### src/rtl/id_ex_pipeline_reg.sv
// rtl/id_ex_pipeline_reg.sv - ID/EX pipeline register with bubble insert, hold and load-use bubble counter
//
// Ports:
//   clk, rst                 rising-edge clock, asynchronous active-high reset
//   Stall, Flush, DataHazard hold / flush bubble / load-use bubble controls
//   ID*                      decoded ID-stage bundle (operands already forwarded)
//   EX*                      registered bundle presented to EX
//   BubbleCount              wrap-around count of load-use bubbles on valid ID slots

module id_ex_pipeline_reg #(
  parameter int unsigned ALU_OP_WIDTH = 4,
  parameter int unsigned BRANCH_WIDTH = 3,
  parameter int unsigned COUNT_WIDTH  = 16
) (
  input  logic                    clk,
  input  logic                    rst,
  input  logic                    Stall,
  input  logic                    Flush,
  input  logic                    DataHazard,
  input  logic                    IDValid,
  input  logic [31:0]             IDPc,
  input  logic [31:0]             IDPc4,
  input  logic [31:0]             IDExt,
  input  logic [31:0]             IDRegisterData1,
  input  logic [31:0]             IDRegisterData2,
  input  logic [4:0]              IDWriteRegister,
  input  logic                    IDRegisterFileWriteEnable,
  input  logic [1:0]              IDRegisterFileWriteSelect,
  input  logic [ALU_OP_WIDTH-1:0] IDAluOp,
  input  logic                    IDAluBSelect,
  input  logic                    IDDramWriteEnable,
  input  logic [BRANCH_WIDTH-1:0] IDBranchType,
  output logic                    EXValid,
  output logic [31:0]             EXPc,
  output logic [31:0]             EXPc4,
  output logic [31:0]             EXExt,
  output logic [31:0]             EXRegisterData1,
  output logic [31:0]             EXRegisterData2,
  output logic [4:0]              EXWriteRegister,
  output logic                    EXRegisterFileWriteEnable,
  output logic [1:0]              EXRegisterFileWriteSelect,
  output logic [ALU_OP_WIDTH-1:0] EXAluOp,
  output logic                    EXAluBSelect,
  output logic                    EXDramWriteEnable,
  output logic [BRANCH_WIDTH-1:0] EXBranchType,
  output logic [COUNT_WIDTH-1:0]  BubbleCount
);

  typedef struct packed {
    logic                    valid;
    logic [31:0]             pc;
    logic [31:0]             pc4;
    logic [31:0]             ext;
    logic [31:0]             rd1;
    logic [31:0]             rd2;
    logic [4:0]              wr_reg;
    logic                    rf_we;
    logic [1:0]              rf_wsel;
    logic [ALU_OP_WIDTH-1:0] alu_op;
    logic                    alu_bsel;
    logic                    dram_we;
    logic [BRANCH_WIDTH-1:0] br_type;
  } bundle_t;

  localparam logic [COUNT_WIDTH-1:0] COUNT_ONE = {{(COUNT_WIDTH-1){1'b0}}, 1'b1};

  bundle_t                 id_bundle;
  bundle_t                 bundle_d;
  bundle_t                 bundle_q;
  logic [COUNT_WIDTH-1:0]  count_d;
  logic [COUNT_WIDTH-1:0]  count_q;

  always_comb begin
    id_bundle.valid    = IDValid;
    id_bundle.pc       = IDPc;
    id_bundle.pc4      = IDPc4;
    id_bundle.ext      = IDExt;
    id_bundle.rd1      = IDRegisterData1;
    id_bundle.rd2      = IDRegisterData2;
    id_bundle.wr_reg   = IDWriteRegister;
    id_bundle.rf_we    = IDRegisterFileWriteEnable;
    id_bundle.rf_wsel  = IDRegisterFileWriteSelect;
    id_bundle.alu_op   = IDAluOp;
    id_bundle.alu_bsel = IDAluBSelect;
    id_bundle.dram_we  = IDDramWriteEnable;
    id_bundle.br_type  = IDBranchType;
  end

  // Flush outranks Stall so a squashed instruction never lingers in EX
  // during a memory wait; Stall outranks DataHazard so a held load-use
  // pair is neither bubbled nor counted until the stall lifts.
  always_comb begin
    bundle_d = bundle_q;
    count_d  = count_q;
    if (Flush) begin
      bundle_d = '0;
    end else if (Stall) begin
      bundle_d = bundle_q;
    end else if (DataHazard) begin
      bundle_d = '0;
      if (IDValid) begin
        count_d = count_q + COUNT_ONE;
      end
    end else begin
      bundle_d = id_bundle;
    end
  end

  always_ff @(posedge clk or posedge rst) begin
    if (rst) begin
      bundle_q <= '0;
      count_q  <= '0;
    end else begin
      bundle_q <= bundle_d;
      count_q  <= count_d;
    end
  end

  assign EXValid                   = bundle_q.valid;
  assign EXPc                      = bundle_q.pc;
  assign EXPc4                     = bundle_q.pc4;
  assign EXExt                     = bundle_q.ext;
  assign EXRegisterData1           = bundle_q.rd1;
  assign EXRegisterData2           = bundle_q.rd2;
  assign EXWriteRegister           = bundle_q.wr_reg;
  assign EXRegisterFileWriteEnable = bundle_q.rf_we;
  assign EXRegisterFileWriteSelect = bundle_q.rf_wsel;
  assign EXAluOp                   = bundle_q.alu_op;
  assign EXAluBSelect              = bundle_q.alu_bsel;
  assign EXDramWriteEnable         = bundle_q.dram_we;
  assign EXBranchType              = bundle_q.br_type;
  assign BubbleCount               = count_q;

endmodule

### config.mk
export PLATFORM = sky130hd
export DESIGN_NAME = id_ex_pipeline_reg
export DESIGN_NICKNAME = d
export VERILOG_FILES = /design/src/rtl/id_ex_pipeline_reg.sv
export SDC_FILE = /design/constraint.sdc
export NUM_CORES = 1
export LEC_CHECK = 0
export BUFFER_PORTS_ARGS = -buffer_cell sky130_fd_sc_hd__clkbuf_2
export CORE_AREA = 8 8 141 143
export CTS_CLUSTER_SIZE = 14
export DETAILED_ROUTE_END_ITERATION = 16
export DIE_AREA = 0 0 149 151
export PLACE_DENSITY_LB_ADDON = 0.2
export SYNTH_ARGS = -nofsm -noshare
export SYNTH_HDL_FRONTEND = slang
export SYNTH_SLANG_ARGS = --single-unit
### constraint.sdc
create_clock -name clk -period 12.5 [get_ports clk]
set_clock_uncertainty 0.05 [all_clocks]
set_input_delay 0.625 -clock clk [delete_from_list [all_inputs] [get_ports clk]]
set_output_delay 0.625 -clock clk [all_outputs]
set_load 0.02 [all_outputs]
==> flow_metrics.env <==
export IMPL_status="completed"
export IMPL_clkTransAtPathRegs_ns=0.07
export IMPL_tns_ns=0
export IMPL_cts_resized=0
export IMPL_vias=5332
export IMPL_synth_top_area_share=0.700
export IMPL_cts_sinks=194
export IMPL_synth_area_leader_cell="dfrtp_1"
export IMPL_synth_edf_count=0
export IMPL_synth_xor_area_frac=0.0189
export IMPL_slowest_stage="buf_4"
export IMPL_ys_flop_type="dfrtp_1"
export IMPL_synthMuxAreaShare=0
export IMPL_drtIter0Drc=292
export IMPL_required_ns=12.85
export IMPL_ys_ff_latch=194
export IMPL_crit_buf_inv=3
export IMPL_worst_pin_slew_ns=1.12
export IMPL_min_period_ns=1.94
export IMPL_ir_worst_vdd_mv=0.0844
export IMPL_grt_start_max_net_pins=116
export IMPL_antenna_diode_count=0
export IMPL_cts_buffers=17
export IMPL_worstPathArrival_ns=2.29
export IMPL_r2r_start="BubbleCount[0]"
export IMPL_max_clock_freq_mhz=515
export IMPL_hold_violations=0
export IMPL_gr_total_overflow=0
export IMPL_avgSynthCellArea_um2=15.1
export IMPL_cp_slowest_stage_delay_ns=0.87
export IMPL_die_w_um=149
export IMPL_cts_buffer_depth=2
export IMPL_yosysWarnings=0
export IMPL_drive_gt1_frac=0.501
export IMPL_design_area_um2=9520
export IMPL_core_area_um2=17700
export IMPL_cap_violations=0
export IMPL_synth_top_family_by_area="compound AO/OA/AOI/OAI gates"
export IMPL_grt_use_total=0.185
export IMPL_synth_cells=459
export IMPL_dieHeight_um=151
export IMPL_p_per_area_nw_per_um2=139
export IMPL_ctsHoldBuffers=0
export IMPL_grt_pass1_wl_mm=32.5
export IMPL_ant_nets=0
export IMPL_synthTopCellsByCount="dfrtp_1 (194), a22o_1 (178), buf_2 (28)"
export IMPL_synth_compound_area_frac=0.225
export IMPL_whs_ns=0.272
export IMPL_fin_nets=1003
export IMPL_hpwl_mm=15.8
export IMPL_avgRoutedWirePerCell_um=19.9
export IMPL_die_area_um2=22500
export IMPL_end_kind="async pin"
export IMPL_cts_max_level=4
export IMPL_antenna_found_initial=0
export IMPL_firstDrtPassIters=5
export IMPL_cts_root_buffer="clkbuf_16"
export IMPL_ioPinCount=377
export IMPL_yosys_cell_types_count=18
export IMPL_insertion_delay_ns=0.41
export IMPL_cts_tree="done"
export IMPL_area_delta_synth_final_pct=37.2
export IMPL_ys_seq_area_frac=0.700
export IMPL_viasPerCell=5.03
export IMPL_finalPower_mw=1.33
export IMPL_yosys_area_share_simple=0.0276
export IMPL_post_synth_top_count_cell="dfrtp_1"
export IMPL_grt_setup_unrepaired="no"
export IMPL_critPathKind="in -> async"
export IMPL_dpl_cell_area_um2=8980
export IMPL_drc=0
export IMPL_grt_pass1_vias=5921
export IMPL_cp_start_kind="input port"
export IMPL_row_count=49
export IMPL_hp_class="in -> async"
export IMPL_post_cts_repair_setup_buffers=0
export IMPL_path_delay_family="buffers and inverters"
export IMPL_p_leak_nw=5.33
export IMPL_slew_viol_final=0
export IMPL_setup_viol=0
export IMPL_slew_headroom=0.251
export IMPL_worstPathMaxFanout=115
export IMPL_synth_area_leaders="dfrtp_1 (70%), a22o_1 (22%), buf_2 (2.0%)"
export IMPL_synthAdderAreaFrac=0.00180
export IMPL_synth_async_reset_ratio=1.00
export IMPL_syn_num_nets=643
export IMPL_wl_mm=21.2
export IMPL_critPathLaunch="rst"
export IMPL_io_buffers=376
export IMPL_synth_area_um2=6940
export IMPL_crit_chain="clkbuf_2 -> inv_8 -> buf_4"
export IMPL_globalplace_congestion=0.773
export IMPL_start_util=0.393
export IMPL_period_share=0.155
[layer usage]
metal	vias up	track usage	routed length [um]
met5	-	0	0
met4	0	0.0707	531
met3	33	0.0621	1740
met2	254	0.310	10700
met1	2578	0.216	8210
li1	2467	-	-
[stage by stage]
step	cells	worst slack [ns]	utilization
after global routing	1061	10.24	0.539
after CTS	1061	10.49	0.539
after global placement	1029	10.10	0.509
after floorplan	459	6.54	-
final	1061	10.56	0.539
after detailed placement	1029	10.01	0.509
[registers in the layout, summed over array words and instances (netlist names)]
name,flops
EXExt,32
EXAluOp,4
EXRegisterFileWriteEnable,1
BubbleCount,16
EXRegisterFileWriteSelect,2
EXPc4,32
EXRegisterData1,32
EXWriteRegister,5
EXDramWriteEnable,1
EXBranchType,3
EXRegisterData2,32
EXPc,32
EXAluBSelect,1
EXValid,1
[report_power, final]
group | internal, mW | total [mW] | switching (mW)
combinational | 0.0596 | 0.156 | 0.0963
clock | 0.257 | 0.494 | 0.236
sequential | 0.655 | 0.677 | 0.0219
[final timing paths]
check	slack (ns)	end	depth (start not counted)
worst max register to register	10.99	BubbleCount[10]	5
worst min register to register	0.42	BubbleCount[15]	1
worst max-delay path	10.56	EXExt[0]	3
max in group clk	10.65	EXRegisterData1[8]	4
worst min-delay path	0.27	EXRegisterData1[23]	2
min in group clk	0.37	EXPc4[10]	2
[cell usage in the layout, fill, tap and decap left out, types with 2 or more instances in the layout]
| cell | n |
|---|---|
| nand4_1 | 3 |
| clkbuf_2 | 376 |
| clkinvlp_4 | 5 |
| xor2_1 | 3 |
| clkinv_2 | 4 |
| xnor2_1 | 12 |
| a22o_1 | 178 |
| nor4_4 | 2 |
| buf_4 | 5 |
| nand3_1 | 7 |
| dfrtp_1 | 194 |
| inv_6 | 2 |
| nand2_1 | 10 |
| clkbuf_16 | 17 |
| nor3_1 | 3 |
| inv_8 | 3 |
[final cells by class]
| type | count | area (um2) |
|---|---|---|
| Clock buffer | 18 | 429 |
| Clock inverter | 14 | 106 |
| Fill cell | 1582 | 8140 |
| Inverter | 1 | 11.3 |
| Multi-Input combinational cell | 224 | 1910 |
| Sequential cell | 194 | 4850 |
| Tap cell | 229 | 287 |
| Timing Repair Buffer | 381 | 1920 |
[cells by family after synthesis]
logic type	after synthesis
flip-flops	194
buffers and inverters	41
adder cells (fa/ha/maj)	1
AND/OR/NAND/NOR	30
AO/OA/AOI/OAI	178
XOR/XNOR	15
Power figures use the tool's default switching activity.
